[src/rtl/pineapple_stall_pkg.sv]
// Shared constants for the PC stall timer.
// Retrigger policies for a start edge on a busy channel.
package pineapple_stall_pkg;

  localparam int RETRIG_IGNORE = 0;
  localparam int RETRIG_RELOAD = 1;
  localparam int RETRIG_MAX    = 2;

endpackage

[src/rtl/stall_channel.sv]
// One stall channel: request edge detect, countdown counter,
// and a registered done pulse on the 1->0 transition.
module stall_channel
  import pineapple_stall_pkg::*;
#(
  parameter int CW     = 3,
  parameter int RETRIG = RETRIG_RELOAD
) (
  input  logic          clk,
  input  logic          rst_n,
  input  logic          req,
  input  logic [CW-1:0] delay,
  input  logic          hold,
  input  logic          flush,
  output logic          busy,
  output logic          done
);

  logic          r_req_q;
  logic [CW-1:0] r_cnt;
  logic          r_done;

  logic w_start;
  logic w_idle;
  logic w_may_load;
  logic w_load;

  assign w_start = req & ~r_req_q;
  assign w_idle  = (r_cnt == '0);

  // Under the max policy a smaller D simply lets the count run on.
  assign w_may_load = w_idle
                    || (RETRIG == RETRIG_RELOAD)
                    || ((RETRIG == RETRIG_MAX) && (delay > r_cnt));

  assign w_load = w_start && (delay != '0) && w_may_load;

  always_ff @(posedge clk or negedge rst_n) begin
    if (!rst_n) begin
      r_req_q <= 1'b0;
      r_cnt   <= '0;
      r_done  <= 1'b0;
    end else begin
      r_req_q <= req;
      if (flush) begin
        r_cnt  <= '0;
        r_done <= 1'b0;
      end else if (w_load) begin
        r_cnt  <= delay;
        r_done <= 1'b0;
      end else if (!hold && !w_idle) begin
        r_cnt  <= r_cnt - CW'(1);
        r_done <= (r_cnt == CW'(1));
      end else begin
        r_done <= 1'b0;
      end
    end
  end

  assign busy = ~w_idle;
  assign done = r_done;

endmodule

[src/rtl/pc_stall_timer.sv]
// Multi-channel stall timer gating the PC enable;
// the PC may advance only while every channel is idle.
module pc_stall_timer
  import pineapple_stall_pkg::*;
#(
  parameter int NCH    = 2,
  parameter int CW     = 3,
  parameter int RETRIG = RETRIG_RELOAD
) (
  input  logic              clk,
  input  logic              rst_n,
  input  logic [NCH-1:0]    req,
  input  logic [NCH*CW-1:0] delay_in,
  input  logic              hold,
  input  logic              flush,
  output logic              pc_en,
  output logic [NCH-1:0]    busy,
  output logic [NCH-1:0]    done
);

  for (genvar g = 0; g < NCH; g++) begin : g_ch
    stall_channel #(
      .CW     (CW),
      .RETRIG (RETRIG)
    ) u_ch (
      .clk   (clk),
      .rst_n (rst_n),
      .req   (req[g]),
      .delay (delay_in[g*CW +: CW]),
      .hold  (hold),
      .flush (flush),
      .busy  (busy[g]),
      .done  (done[g])
    );
  end

  assign pc_en = ~|busy;

endmodule

[config.mk]
export PLATFORM = sky130hd
export DESIGN_NAME = pc_stall_timer
export DESIGN_NICKNAME = d
export VERILOG_FILES = /design/src/rtl/pineapple_stall_pkg.sv /design/src/rtl/stall_channel.sv /design/src/rtl/pc_stall_timer.sv
export SDC_FILE = /design/constraint.sdc
export NUM_CORES = 1
export LEC_CHECK = 0
export CAP_MARGIN = 25
export CORE_AREA = 8 8 45 47
export DETAILED_ROUTE_END_ITERATION = 8
export DIE_AREA = 0 0 53 55
export DONT_BUFFER_PORTS = 1
export PLACE_DENSITY = 0.68
export SYNTH_ARGS = -nofsm -noshare
export SYNTH_HDL_FRONTEND = slang
export SYNTH_SLANG_ARGS = --single-unit
[constraint.sdc]
create_clock -name clk -period 1.9 [get_ports clk]
set_clock_uncertainty 0.15 [all_clocks]
set_input_delay 0.19 -clock clk [delete_from_list [all_inputs] [get_ports clk]]
set_output_delay 0.19 -clock clk [all_outputs]
set_load 0.005 [all_outputs]
==> out/metrics.yaml, run 1 <==
status:
  status: "complete, no violations"
routing:
  wl_um: 1500
  dr.pass1.iters: 3
  drt_iter0_drc: 9
  wire_per_inst_um: 15.9
  vias_per_cell: 5.79
  vias: 544
  drc: 0
  drtAntennaViolNets: 0
global_route:
  grt_max_degree: 11
  grt_pass1_vias: 542
  grt_pass1_wl_um: 2550
  grt-ovfl-total: 0
  antenna_found_initial: 0
  grt.total_usage_pct: 11.8
die:
  row_count: 14
  start_util_pct: 51.0
  ios: 17
  die_x_um: 53
  design.core.area_mm2: 0.00138
  fp.dieArea_mm2: 0.00292
  die_h_um: 55
hold_path:
  whs_path_depth: 2
  min_from: "hold"
  whs_endpoint: "g_ch[1].u_ch.done"
  holdCritPathClass: "input pin to register"
place:
  gp_congestion: 0.771
  dpl-instance-area_um2: 674
  dp_hpwl_um: 1120
  place_inst: 83
  place.port_buffers: 0
critical_path:
  crit_path_start_kind: "register"
  worstReg2RegStart: "g_ch[1].u_ch.r_cnt[0]"
  critPathKind: "register to output pin"
  crit_fanout: 6
  crit_arrival_ps: 1460
  end_kind: "output pin"
  reg2reg_setup_slack_ps: 210
  r2r_cells: 5
  r2r-end: "g_ch[1].u_ch.r_cnt[1]"
  cp.required_ps: 1560
synth:
  ys_async_sr_fraction_pct: 100
  synth_top_area_cell: "dfrtp_1"
  synth_compound_area_share_pct: 21.1
  syn_inst: 75
  yosysTopAreaCellShare_pct: 35.5
  syn_nets: 93
  synth_xor_area_share_pct: 0
  synth_top_family_by_area: "compound AO/OA/AOI/OAI gates"
  netlist_top_cells_area: "dfrtp_1, ha_1, a221oi_1"
  syn-cell-area_um2: 706
  synthMuxAreaShare_pct: 0
  yosysWarnings: 0
  synth_edf_count: 0
  synth.most_common_cell: "dfrtp_1"
  synthTopCellsByCount: "dfrtp_1, inv_1, ha_1"
  synthFlopType: "dfrtp_1"
  synth.distinct_cells: 26
  synth-seq-cells: 10
  ys_seq_area_share_pct: 35.5
  syn_area_per_cell_um2: 9.41
  yosys.area_share.simple_pct: 19.7
  yosys.area_share.adder_pct: 10.6
clock_network:
  path_clk_slew_ps: 70
  cts_buffers: 3
  htree_levels: 1
  clk_latency_ps: 260
  ctsRootBufferMaster: "clkbuf_4"
  clock_sinks: 10
  cts.repair.resized: 0
  clk_path_buf_depth: 2
  cts_tree: "yes"
finish:
  fillers: 137
  final_nets: 98
  area_growth_pct: 10.1
  drive_above_1_share_pct: 12.8
  final_area_um2: 777
  antenna_cells: 0
  utilization_pct: 56.1
  stdcell_count: 94
sta:
  whs_ps: 19.3
  fin_setup_tns_ps: 0
  timing.fmax_mhz: 555
  final_hold_viol_count: 0
  rsz0062_at_grt: "no"
  setup_viol: 0
  timing.final.crit_share_pct: 94.9
  slew_headroom_pct: 66.2
  slew_violations: 0
  worst_slew_pin_slew_ps: 505
  fin_crit_ps: 1800
power_and_ir_drop:
  p_leak_nw: 0.363
  vdd_drop_max_v: 0.000350
  powerDensity_mw_per_mm2: 735
run:
  maxCapViolations: 0
how the worst max path moves through the flow:
stage	cells after the start	startpoint	to	slack, ps
6_report	4	g_ch[1].u_ch.r_cnt[0]	pc_en	100
5_1_grt	4	g_ch[1].u_ch.r_cnt[0]	pc_en	30
4_1_cts	4	g_ch[1].u_ch.r_cnt[0]	pc_en	110
3_5_place_dp	5	g_ch[1].u_ch.r_cnt[0]	g_ch[1].u_ch.r_cnt[1]	230
3_3_place_gp	5	g_ch[1].u_ch.r_cnt[0]	g_ch[1].u_ch.r_cnt[1]	280
2_1_floorplan	5	g_ch[1].u_ch.r_cnt[0]	g_ch[1].u_ch.r_cnt[1]	330
final cells by class:
cell class	count	area (um2)	area share, %
well taps	16	20.0	2.58
flip-flops and latches	10	250	32.2
multi-input cells	47	363	46.7
inverters	9	33.8	4.35
repair buffers	9	87.6	11.3
clock buffers	3	22.5	2.90
routing by layer:
layer / track usage, % / up-vias / routed length (um)
li1: - / 274 / -
met1: 16.6 / 256 / 766
met2: 15.6 / 12 / 614
met3: 5.08 / 2 / 104
met4: 3.88 / 0 / 9
met5: 0 / - / 0
kinds of logic (layout without fill, tap and decap cells):
family / after synthesis / in the layout
flip-flops: 10 / 10
AND/OR/NAND/NOR: 23 / 23
AO/OA/AOI/OAI: 18 / 18
adder cells (fa/ha/maj): 6 / 6
buffers and inverters: 18 / 21
stage by stage:
step	power, mW	setup slack, ps
3_5_place_dp	0.413	233
5_1_grt	0.616	28.8
4_1_cts	0.574	107
2_1_floorplan	0.401	326
3_3_place_gp	0.412	278
6_report	0.571	97.1
worst max-delay path, cell delays in order, from the launching register on:
cell	delay, ps
dfrtp_1	390
inv_1	120
ha_1	190
or2b_4	310
nor2_1	190
report_power, final:
part / internal [mW] / switching (mW)
logic: 0.0880 / 0.0948
clock network: 0.0729 / 0.0694
registers: 0.232 / 0.0132
placed cells by master, fill, tap and decap left out, drive strengths merged:
cell / Yosys / routed
a22o: 2 / 2
nand2b: 3 / 3
nand3: 2 / 2
or2b: 1 / 1
inv: 9 / 9
nor4: 2 / 2
a221oi: 4 / 4
nor2: 1 / 1
nor4b: 2 / 2
a31o: 2 / 2
nand2: 4 / 4
ha: 6 / 6
or3: 2 / 2
a311oi: 4 / 4
buf: 8 / 1
nor2b: 2 / 2
a21o: 4 / 4
clkbuf: 1 / 3
and3: 2 / 2
dfrtp: 10 / 10
a31oi: 2 / 2
or2: 2 / 2
dlygate4sd3: 0 / 8
timing repair:
item / CTS / global route
hold endpoints to repair: 18 / 0
hold buffers: 8 / 0
setup endpoints to repair: 0 / 0
setup buffers: 0 / 0
state kept, by name (all words and copies together), names as in the netlist:
signal / count
g_ch.u_ch.done: 2
g_ch.u_ch.r_req_q: 2
g_ch.u_ch.r_cnt: 6
(Power assumes the default switching activity.)
==> run 2: changes to the inputs <==
--- a/config.mk
+++ b/config.mk
@@ -10,7 +10,9 @@
 export DETAILED_ROUTE_END_ITERATION = 8
 export DIE_AREA = 0 0 53 55
 export DONT_BUFFER_PORTS = 1
+export GPL_ROUTABILITY_DRIVEN = 0
 export PLACE_DENSITY = 0.68
+export SKIP_CTS_REPAIR_TIMING = 1
 export SYNTH_ARGS = -nofsm -noshare
 export SYNTH_HDL_FRONTEND = slang
 export SYNTH_SLANG_ARGS = --single-unit
==> run 2 against run 1 <==
Via count up 0.74%. Critical path depth unchanged. Global-route usage down 0.83 points. Die area unchanged. Sequential share of layout area unchanged. Fmax up 0.96%. Core utilization unchanged. Highest routed layer unchanged.
==> out/metrics.yaml, run 2 (synthesis results as in run 1) <==
hold_path:
  whs_path_depth: 2
  holdCritPathClass: "input pin to register"
critical_path:
  crit_path_start_kind: "register"
  critPathKind: "register to output pin"
  slowest_stage: "dfrtp_1"
  r2r_cells: 5
  cp_num_buf_inv: 1
  cp.required_ps: 1560
  cp_top_family: "simple AND/OR/NAND/NOR gates"
  crit_fanout: 6
  cpPeakStageDelay_ps: 390
  crit_chain: "inv_1 -> ha_1 -> or2b_4 -> nor2_1"
  crit_arrival_ps: 1450
  end_kind: "output pin"
  cp.depth: 4
die:
  fp.dieArea_mm2: 0.00292
  ios: 17
  design.core.area_mm2: 0.00138
  die_h_um: 55
  row_count: 14
  start_util_pct: 51.0
  die_x_um: 53
sta:
  slew_headroom_pct: 66.2
  fin_ws_ps: 114
  rsz0062_at_grt: "no"
  timing.final.crit_share_pct: 94.0
  fin_crit_ps: 1790
  worst_slew_pin_slew_ps: 506
  fin_setup_tns_ps: 0
  final_hold_viol_count: 0
  whs_ps: 19.5
  setup_viol: 0
  timing.fmax_mhz: 560
  slew_violations: 0
finish:
  utilization_pct: 56.1
  final_common_cell: "dfrtp_1"
  final_cell_mix: "dfrtp_1, inv_1, dlygate4sd3_1, ha_1"
  drive_above_1_share_pct: 12.8
  largest_reg_flops: 6
  final_nets: 98
  largest-register: "g_ch.u_ch.r_cnt"
  area_growth_pct: 10.1
  antenna_cells: 0
routing:
  drtAntennaViolNets: 0
  vias: 548
  wire_per_inst_um: 16.0
  drt_iter0_drc: 10
  drc: 0
  vias_per_cell: 5.83
  wl_um: 1500
  dr.pass1.iters: 4
power_and_ir_drop:
  vdd_drop_max_v: 0.000349
  power_mw: 0.570
  p_leak_nw: 0.363
  powerDensity_mw_per_mm2: 734
clock_network:
  path_clk_slew_ps: 70
  cts_tree: "yes"
  clk_latency_ps: 260
  clock_sinks: 10
  ctsRootBufferMaster: "clkbuf_4"
  htree_levels: 1
  clk_path_buf_depth: 2
  cts_buffers: 3
place:
  pre_cts_ws_ps: 233
  dp_hpwl_um: 1120
  place.port_buffers: 0
global_route:
  grt.total_usage_pct: 11.0
  grt_pass1_vias: 496
  grt-ovfl-total: 0
  antenna_found_initial: 0
  grt_pass1_wl_um: 2370
  grt_max_degree: 11
status:
  status: "complete, no violations"
run:
  maxCapViolations: 0
run 2: worst reg2reg max path, stage by stage, from the launching register on:
cell      delay (ps)
dfrtp_1          390
inv_1            120
ha_1             190
or2b_4           310
a22o_1           240
a311oi_1         200
run 2: routing by layer:
metal  wire [um]  GRT usage, %  up-vias
met5           0             0        -
met3         113          5.35        2
met1         759          15.8      257
met4           9          3.88        0
li1            -             -      275
met2         617          13.5       14
run 2: power by group:
group,internal (mW),total [mW],switching (mW),leakage [nW]
clock,0.0729,0.142,0.0692,0.0138
sequential,0.232,0.246,0.0132,0.130
combinational,0.0880,0.182,0.0944,0.219
run 2: final timing paths:
| check | start | to | slack (ps) |
|---|---|---|---|
| min in group asynchronous | rst_n | g_ch[1].u_ch.r_cnt[1] | 160 |
| setup / recovery | g_ch[1].u_ch.r_cnt[0] | pc_en | 110 |
| max in group asynchronous | rst_n | g_ch[0].u_ch.done | 1130 |
| setup reg to reg | g_ch[1].u_ch.r_cnt[0] | g_ch[1].u_ch.r_cnt[1] | 210 |
| hold reg to reg | g_ch[0].u_ch.r_cnt[0] | g_ch[0].u_ch.r_cnt[0] | 480 |
| hold / removal | hold | g_ch[1].u_ch.done | 20 |
run 2: per-stage QoR:
| step | instance area, um2 | cells |
|---|---|---|
| after floorplan | 706 | 75 |
| after global placement | 674 | 83 |
| after detailed placement | 674 | 83 |
| after CTS | 697 | 86 |
| after global routing | 777 | 94 |
| final | 777 | 94 |
run 2: cell type report:
class / count / area [um2]
Timing Repair Buffer: 9 / 87.6
Tap cell: 16 / 20.0
Clock buffer: 3 / 22.5
Inverter: 9 / 33.8
Sequential cell: 10 / 250
Multi-Input combinational cell: 47 / 363
Fill cell: 137 / 607
==> run 3: changes to the inputs <==
--- a/config.mk
+++ b/config.mk
@@ -6,9 +6,9 @@
 export NUM_CORES = 1
 export LEC_CHECK = 0
 export CAP_MARGIN = 25
-export CORE_AREA = 8 8 45 47
+export CORE_AREA = 2 2 39 41
 export DETAILED_ROUTE_END_ITERATION = 8
-export DIE_AREA = 0 0 53 55
+export DIE_AREA = 0 0 41 43
 export DONT_BUFFER_PORTS = 1
 export GPL_ROUTABILITY_DRIVEN = 0
 export PLACE_DENSITY = 0.68
==> run 3 against run 2 <==
Core utilization grew 1.1 points. Highest routed layer unchanged. Clock power grew 8%. Via count grew 4.7%. Register-to-register slack is essentially flat. Cell count grew 1.1%.
==> out/metrics.yaml, run 3 (synthesis results as in run 1) <==
die:
  design.core.area_mm2: 0.00138
  start_util_pct: 51.0
  die_x_um: 41
  fp.dieArea_mm2: 0.00176
  die_h_um: 43
  ios: 17
  row_count: 14
critical_path:
  crit_path_start_kind: "register"
  crit_chain: "inv_1 -> ha_2 -> or2b_4 -> nor2_2"
  end_kind: "output pin"
  critPathKind: "register to output pin"
  cpPeakStageDelay_ps: 390
  slowest_stage: "dfrtp_1"
  r2r-end: "g_ch[1].u_ch.r_cnt[1]"
  crit_arrival_ps: 1430
  r2r_cells: 5
  cp_num_buf_inv: 1
  cp_top_family: "simple AND/OR/NAND/NOR gates"
  cp.required_ps: 1560
  reg2reg_setup_slack_ps: 210
  crit_fanout: 6
  worstReg2RegStart: "g_ch[1].u_ch.r_cnt[0]"
power_and_ir_drop:
  swShare_pct: 32.4
  power_switching_mw: 0.191
  p_comb_share_pct: 32.3
  p_leak_nw: 0.366
  p_seq_share_pct: 41.7
  vdd_drop_max_v: 0.000423
  clkPwrFrac_pct: 25.9
  powerDensity_mw_per_mm2: 743
  p_int_mw: 0.398
routing:
  wl_um: 1590
  dr.pass1.iters: 4
  drc: 0
  vias: 574
  vias_per_cell: 6.04
  drt_iter0_drc: 19
  wire_per_inst_um: 16.7
  drtAntennaViolNets: 0
finish:
  area_growth_pct: 12.2
  stdcell_count: 95
  largest_reg_flops: 6
  final_nets: 99
  final_area_um2: 792
  final_common_cell: "dfrtp_1"
  largest-register: "g_ch.u_ch.r_cnt"
  final_cell_mix: "dfrtp_1, inv_1, dlygate4sd3_1, ha_1"
  utilization_pct: 57.2
  drive_above_1_share_pct: 15.2
  antenna_cells: 0
status:
  status: "complete, no violations"
clock_network:
  clk_latency_ps: 270
  clk_path_buf_depth: 2
  path_clk_slew_ps: 70
  cts_buffers: 3
  clock_sinks: 10
  cts_tree: "yes"
  ctsRootBufferMaster: "clkbuf_4"
  htree_levels: 1
hold_path:
  whs_path_depth: 3
  whs_endpoint: "g_ch[1].u_ch.r_cnt[0]"
  min_from: "delay_in[3]"
  holdCritPathClass: "input pin to register"
global_route:
  grt_pass1_wl_um: 2360
  grt_max_degree: 11
  antenna_found_initial: 0
  grt-ovfl-total: 0
  grt.total_usage_pct: 20.0
  grt_pass1_vias: 548
sta:
  setup_viol: 0
  slew_violations: 0
  slew_headroom_pct: 61.8
  final_hold_viol_count: 0
  timing.fmax_mhz: 563
  timing.final.crit_share_pct: 93.4
  worst_slew_pin_slew_ps: 572
  fin_crit_ps: 1770
  fin_setup_tns_ps: 0
  fin_ws_ps: 125
  rsz0062_at_grt: "no"
place:
  pre_cts_ws_ps: 217
  place.port_buffers: 0
  dp_hpwl_um: 1020
  place_inst: 83
  dpl-instance-area_um2: 674
run:
  maxCapViolations: 0
==> run 3: through the flow <==
step | power, mW | hold WS [ps]
3_5_place_dp | 0.412 | -255
5_1_grt | 0.628 | 9.03
2_1_floorplan | 0.401 | -256
6_report | 0.589 | 0.540
3_3_place_gp | 0.411 | -255
4_1_cts | 0.560 | -543
==> run 3: area by class of cell <==
type	count	area, um2
Tap cell	16	20.0
Clock buffer	3	22.5
Inverter	9	33.8
Timing Repair Buffer	10	97.6
Sequential cell	10	250
Fill cell	133	592
Multi-Input combinational cell	47	368
==> run 3: worst max path at each step <==
stage	start	end	slack, ps	depth (start not counted)
after floorplan	g_ch[1].u_ch.r_cnt[0]	g_ch[1].u_ch.r_cnt[1]	330	5
after global placement	g_ch[1].u_ch.r_cnt[0]	g_ch[1].u_ch.r_cnt[1]	270	5
after detailed placement	g_ch[1].u_ch.r_cnt[0]	g_ch[1].u_ch.r_cnt[1]	220	5
after CTS	g_ch[1].u_ch.r_cnt[0]	pc_en	100	4
after global routing	g_ch[1].u_ch.r_cnt[0]	pc_en	20	4
final	g_ch[1].u_ch.r_cnt[0]	pc_en	130	4
==> run 3: power by group through the flow <==
stage,clock network (mW),registers [mW],logic (mW)
2_1_floorplan,0,0.245,0.156
3_3_place_gp,0,0.248,0.163
3_5_place_dp,0,0.249,0.163
4_1_cts,0.151,0.245,0.165
5_1_grt,0.161,0.248,0.219
6_report,0.153,0.246,0.190
==> run 3: per-layer routing <==
| metal | up-vias | GRT usage (%) | routed length [um] |
|---|---|---|---|
| met2 | 28 | 26.3 | 729 |
| met5 | - | 0 | 0 |
| met3 | 5 | 6.28 | 125 |
| li1 | 272 | - | - |
| met1 | 269 | 28.4 | 694 |
| met4 | 0 | 10.0 | 37 |
==> run 3: worst reg2reg max path, stage by stage (launching register included) <==
cell,delay [ps]
dfrtp_1,390
inv_1,120
ha_2,210
or2b_4,310
a22o_1,230
a311oi_1,190
